`src/rtl/div_pkg.sv`:
```
// Shared types and constants for the sequential restoring divider.
package div_pkg;

    localparam int N_DEF = 8;
    localparam int CNT_W = $clog2(2 * N_DEF);

    typedef enum logic [1:0] {
        IDLE,
        CALC,
        DONE
    } state_t;

    // A zero divisor saturates every quotient bit; the remainder passes the dividend low bits.
    localparam logic DBZ_Q_FILL = 1'b1;

endpackage

```
`src/rtl/div_restoring_step.sv`:
```
// One radix-2 restoring iteration: shift in the next dividend bit, trial-subtract, restore on borrow.
module div_restoring_step
    import div_pkg::*;
#(
    parameter int N = N_DEF
) (
    input  logic [N-1:0] pr,
    input  logic         q_msb,
    input  logic [N-1:0] divisor,
    output logic [N-1:0] pr_next,
    output logic         q_bit
);

    // The shifted value needs N+1 bits; after the restore it is always below the divisor.
    logic [N:0] shifted;

    always_comb begin
        shifted = {pr, q_msb};
        q_bit   = (shifted >= {1'b0, divisor});
        pr_next = q_bit ? N'(shifted - {1'b0, divisor}) : shifted[N-1:0];
    end

endmodule

```
`src/rtl/unsigned_restoring_divider_16by8.sv`:
```
// Sequential unsigned 2N/N restoring divider with valid/ready handshakes on both sides.
module unsigned_restoring_divider_16by8
    import div_pkg::*;
#(
    parameter int N = N_DEF
) (
    input  logic           clk,
    input  logic           rst,
    input  logic           in_valid,
    output logic           in_ready,
    input  logic [2*N-1:0] dividend,
    input  logic [N-1:0]   divisor,
    output logic           out_valid,
    input  logic           out_ready,
    output logic [2*N-1:0] quotient,
    output logic [N-1:0]   remainder,
    output logic           div_by_zero
);

    localparam int CW = (N == N_DEF) ? CNT_W : $clog2(2 * N);

    state_t         state;
    state_t         state_next;
    logic [CW-1:0]  cnt;
    logic [2*N-1:0] q_reg;
    logic [N-1:0]   pr_reg;
    logic [N-1:0]   dvsr_reg;
    logic [N-1:0]   rem_reg;
    logic           dbz_reg;
    logic [N-1:0]   pr_next;
    logic           q_bit;
    logic           accept;

    div_restoring_step #(.N(N)) u_step (
        .pr      (pr_reg),
        .q_msb   (q_reg[2*N-1]),
        .divisor (dvsr_reg),
        .pr_next (pr_next),
        .q_bit   (q_bit)
    );

    assign accept = in_valid && in_ready;

    always_comb begin
        state_next = state;
        in_ready   = 1'b0;
        out_valid  = 1'b0;
        case (state)
            IDLE: begin
                in_ready = 1'b1;
                if (in_valid) begin
                    state_next = (divisor == '0) ? DONE : CALC;
                end
            end
            CALC: begin
                if (cnt == '0) begin
                    state_next = DONE;
                end
            end
            DONE: begin
                out_valid = 1'b1;
                if (out_ready) begin
                    state_next = IDLE;
                end
            end
            default: state_next = IDLE;
        endcase
    end

    always_ff @(posedge clk) begin
        if (rst) begin
            state    <= IDLE;
            cnt      <= '0;
            q_reg    <= '0;
            pr_reg   <= '0;
            dvsr_reg <= '0;
            rem_reg  <= '0;
            dbz_reg  <= 1'b0;
        end else begin
            state <= state_next;
            if (state == IDLE && accept) begin
                if (divisor == '0) begin
                    q_reg   <= {(2*N){DBZ_Q_FILL}};
                    rem_reg <= dividend[N-1:0];
                    dbz_reg <= 1'b1;
                end else begin
                    q_reg    <= dividend;
                    dvsr_reg <= divisor;
                    pr_reg   <= '0;
                    cnt      <= CW'(2 * N - 1);
                end
            end else if (state == CALC) begin
                // The quotient register doubles as the dividend shifter.
                pr_reg <= pr_next;
                q_reg  <= {q_reg[2*N-2:0], q_bit};
                cnt    <= cnt - 1'b1;
                if (cnt == '0) begin
                    rem_reg <= pr_next;
                    dbz_reg <= 1'b0;
                end
            end
        end
    end

    assign quotient    = q_reg;
    assign remainder   = rem_reg;
    assign div_by_zero = dbz_reg;

endmodule
```
`config.mk`:
```
export PLATFORM = sky130hd
export DESIGN_NAME = unsigned_restoring_divider_16by8
export DESIGN_NICKNAME = d
export VERILOG_FILES = /design/src/rtl/div_pkg.sv /design/src/rtl/div_restoring_step.sv /design/src/rtl/unsigned_restoring_divider_16by8.sv
export SDC_FILE = /design/constraint.sdc
export NUM_CORES = 1
export LEC_CHECK = 0
export CORE_MARGIN = 2
export CORE_UTILIZATION = 38
export DETAILED_ROUTE_END_ITERATION = 16
export PLACE_DENSITY = 0.69
export REMOVE_ABC_BUFFERS = 1
export SYNTH_ARGS = -nofsm -noshare
export SYNTH_HDL_FRONTEND = slang
export SYNTH_SLANG_ARGS = --single-unit
```
`constraint.sdc`:
```
create_clock -name clk -period 3.1 [get_ports clk]
set_clock_uncertainty 0.05 [all_clocks]
set_input_delay 0.465 -clock clk [delete_from_list [all_inputs] [get_ports clk]]
set_output_delay 0.465 -clock clk [all_outputs]
set_load 0.01 [all_outputs]
```
# Word level (Yosys, flattened, before mapping)
# Index checks and enable logic that the tools add are counted.
# classes
add_sub_neg,2
multipliers,0
div_mod_pow,0
order_cmp,1
n_eq_ne,7
shift,0
n_mux,25
n_bitwise,1
n_reduce_logical,11
# ops
operator,n
two-way mux 8 bit,8
two-way mux 16 bit,3
two-way mux 4 bit,3
>= comparator 9 x 8 -> 1 bit,1
zero test 8 bit,1
two-way mux 2 bit,4
subtractor 8 bit,1
two-way mux 1 bit,6
!= test 2 bit (second input constant),3
case mux 2 bit (3 select lines),1
AND reduction 3 bit,2
zero test 4 bit,1
!= test 2 x 1 -> 1 bit (second input constant),2
AND reduction 2 bit,2
nonzero test 2 bit,2
subtractor 4 x 1 -> 4 bit (second input constant),1
== test 2 x 1 -> 1 bit (second input constant),1
== test 2 bit (second input constant),1
logical AND 1 bit,2
zero test 2 bit,1
NOT 1 bit,1
# totals
reg_bits,47
latchBits,0
ramBits,0
rom_bits,0
out_inout_bits,27
word_cells,54
memories,0

# Depth between registers and ports, before layout
# depth
ltp_word,6
ltp_mapped,10
depth_no_buf,10

# Hierarchy
# Synthesis repeated with hierarchy kept, for this count alone.
# unflattened
hier_cells,300
hier_area_um2,2703.8
# by_module_without_submodules
mod,n_inst,cells_per_inst,area_each_um2,seq_area_each_um2
unsigned_restoring_divider_16by8,1,232,2163.3,940.9
div_restoring_step,1,68,540.5,0.0

# Worst setup path before layout
# Ideal clock, no wire load.
# synth_path
kind,register to register
start,register dvsr_reg[6]
end,register rem_reg[1] (netlist: remainder[1])
setup_ns,0.117
arrival_time_ns,1.797
required_ns,2.933
slack_ns,1.136
stages_incl_launch_ff,9
n_path_buf,0
synth_period_minus_slack_ns,1.964
path_cell_list,dfxtp_1 > inv_1 > ha_1 > a21oi_2 > o21ai_2 > nor3_4 > mux2i_1 > nand2_1 > a32o_1
# synth_via
elab_chain_len,5
# synth_rtl
element,line_no,source
from (decl),unsigned_restoring_divider_16by8.sv:27,logic [N-1:0] dvsr_reg;
from (signal assigned),unsigned_restoring_divider_16by8.sv:88,dvsr_reg <= divisor;
>= comparator 9 x 8 -> 1 bit,div_restoring_step.sv:19,"q_bit = (shifted >= {1'b0, divisor});"
two-way mux 8 bit,div_restoring_step.sv:20,"pr_next = q_bit ? N'(shifted - {1'b0, divisor}) : shifted[N-1:0];"
two-way mux 8 bit,unsigned_restoring_divider_16by8.sv:97,if (cnt == '0) begin
two-way mux 8 bit,unsigned_restoring_divider_16by8.sv:92,end else if (state == CALC) begin
two-way mux 8 bit,unsigned_restoring_divider_16by8.sv:81,if (state == IDLE && accept) begin
to (signal assigned),unsigned_restoring_divider_16by8.sv:84,rem_reg <= dividend[N-1:0];
to (signal assigned),unsigned_restoring_divider_16by8.sv:98,rem_reg <= pr_next;
to (decl),unsigned_restoring_divider_16by8.sv:28,logic [N-1:0] rem_reg;
# Every way passes these cells. The select of a mux whose other input is x is not followed.
# A chain may end at the register's enable or synchronous reset.

# Worst setup path in the final report
# layout_path
start,input port in_valid
end,register rem_reg[1] (netlist: remainder[1])
# layout_via
elab_chain_len,4
elab_cells_between_ends,7
classes_between,eq/ne (1); mux (1); reduce/logical (5)
# layout_rtl
element,line_no,source
from (decl),unsigned_restoring_divider_16by8.sv:9,"input logic in_valid,"
logical AND 1 bit *,unsigned_restoring_divider_16by8.sv:42,assign accept = in_valid && in_ready;
logical AND 1 bit *,unsigned_restoring_divider_16by8.sv:81,
!= test 2 x 1 -> 1 bit (no line) / nonzero test 2 bit (equally long branches),-,
AND reduction 3 bit (no line),-,
# Every way passes the cells marked *; elsewhere a longest branch is shown, timed or not.

==> qor.yml <==
worst_hold_path:
  hold_class: "reg2reg"
  hold_path_depth: 2
layout:
  fill_cells: 577
  post_route_cells_drive_above_1_share: 0.0870
  layout_common_cells: "clkdlybuf4s50_1, nand2_1, dfxtp_1"
  final_cell_area_sq_mm: 0.00314
  diodes: 0
  final_common_cell: "clkdlybuf4s50_1"
  largest_reg_flops: 16
  num-nets-final: 382
  synthToLayoutAreaGrowth_pct: 30.7
  multi_input_comb_area_sq_mm: 0.00132
  final-seq-area_sq_um: 941
route:
  routed_wirelength_um: 6330
  drtIter0Drc: 136
  post-route-drc-count: 0
  ant_nets: 0
  route.detailed.wl_per_inst_um: 15.1
  drtPass1Iterations: 5
  viasPerCell: 5.56
  via_count: 2336
cts:
  cts_made_buffers: 5
  htreeDepth: 2
  cts.sinks: 47
  postCtsSetupRepairBufs: 0
  cts_resized: 0
  cts_tree: "built"
  clockBufferDepth: 2
  path_clk_slew_ns: 0.10
  cts_root_buffer: "clkbuf_8"
  clock_latency_ns: 0.31
  ctsHoldBuffers: 0
timing:
  rsz0062_at_grt: "false"
  tns_ns: 0
  worst_pin_slew_ns: 0.776
  slew_viol_final: 0
  max_freq_mhz: 434
  setup_viol: 0
  max_slew_margin: 0.481
  layout_min_cycle_time_ns: 2.30
  period_share: 0.742
  finalHoldViolCount: 0
grt:
  grt_pass1_vias: 2113
  grt_pass1_wl_um: 10400
  grt_usage: 0.182
  overflow: 0
  grt_max_degree: 22
  antenna_found_initial: 0
placement:
  gp_congestion: 0.837
  dp_hpwl_um: 4690
  placed_cell_area_sq_mm: 0.00304
  port_buffers: 54
floorplanning:
  dieArea_sq_mm: 0.00697
  start_util: 0.398
  die_h_um: 83.5
  pin_count: 55
  die_x_um: 83.5
  num_rows: 28
  core_sq_mm: 0.00603
power:
  leakagePower_nw: 1.16
  p_per_area_mw_per_mm2: 605
  peakVddDrop_mv: 0.239
logic_synthesis:
  synthCells: 291
  postSynthAreaPerCell_sq_um: 8.25
  synth_top_cells_by_area: "dfxtp_1, a21oi_1, nand2_1"
  yosysTopAreaCellShare: 0.392
  yosysUniqueCellTypes: 47
  synth_warnings: 0
  synth_edf_count: 0
  synth_top_area_cell: "dfxtp_1"
  ys_ff_latch: 47
  yosys_most_used_dff: "dfxtp_1"
  yosysSeqAreaShare: 0.392
  synthArstFlopShare: 0
  synth_area_sq_mm: 0.00240
critical_path:
  cp.arrival_ns: 2.46
  crit_type: "in2reg"
  worst_ep_required_time_ns: 3.26
  ff2ff_path_depth: 9
  cp_max_fo: 11
  worstSetupEndpointType: "register"
  setup.worst_path.start_class: "input port"
run:
  drv_cap: 0
outcome:
  status: "completed"
[power by group]
part | leakage (nW) | internal (W) | switching [W]
Sequential | 0.385 | 0.000672 | 0.0000590
Clock | 0.0516 | 0.000183 | 0.000221
Combinational | 0.723 | 0.000347 | 0.000416
Total | 1.16 | 0.00120 | 0.000696
[stage by stage]
step                hold slack, ns  total power, W  worst slack [ns]  utilization  cells
finish                       0.415         0.00190             0.798        0.521    420
global route                 0.437         0.00201             0.618        0.521    420
CTS                          0.417         0.00190             0.802        0.521    420
detailed placement           0.401         0.00150             0.476        0.505    412
global placement             0.398         0.00149             0.514        0.505    412
floorplan                    0.380         0.00122             0.152            -    274
[per-layer routing]
metal  routed length (um)  share of wire  global-route usage
met1                 2990           0.47               0.251
met5                    0              0                   0
met4                   95          0.015              0.0528
met3                  411          0.065              0.0356
met2                 2830           0.45               0.290
[layout make-up]
type / count / area share
tap: 75 / 0.0299
inverter: 18 / 0.0215
clock buffer: 6 / 0.0263
multi-input combinational: 209 / 0.420
sequential: 47 / 0.300
clock inverter: 2 / 0.00438
timing repair buffer: 63 / 0.198
[cells by family after synthesis]
logic type	count (synthesis)	synth area share
AOI/OAI and AO/OA	99	0.284
xor gates and xnor gates	6	0.0219
adders and majority gates	10	0.0552
buffers and inverters	35	0.0610
DFF	47	0.392
muxes	3	0.0146
and+or+nand+nor	91	0.171
[critical path, cell delays in order]
cell and delay (ns):
clkdlybuf4s50_1 0.50, nor3b_4 0.45, nand3_1 0.30, nand2_1 0.37
nor2_1 0.13, a32o_1 0.24
[worst paths after layout]
path         slack, ns        start      endpoint
max               0.80     in_valid  remainder[1]
min               0.42  dvsr_reg[6]   dvsr_reg[6]
max reg2reg       0.84  dvsr_reg[1]  remainder[1]
min reg2reg       0.42  dvsr_reg[6]   dvsr_reg[6]
[synth_stat cells (3+ instances only)]
cell type,n
a211oi_1,9
a21oi_1,46
a22oi_1,3
a311oi_1,3
buf_2,3
clkbuf_1,12
dfxtp_1,47
ha_1,9
inv_1,17
nand2_1,47
nand3_1,6
nor2_1,21
nor3_1,3
nor4_1,3
o21ai_0,5
o221ai_1,16
xnor2_1,5
(Power assumes the default switching activity.)
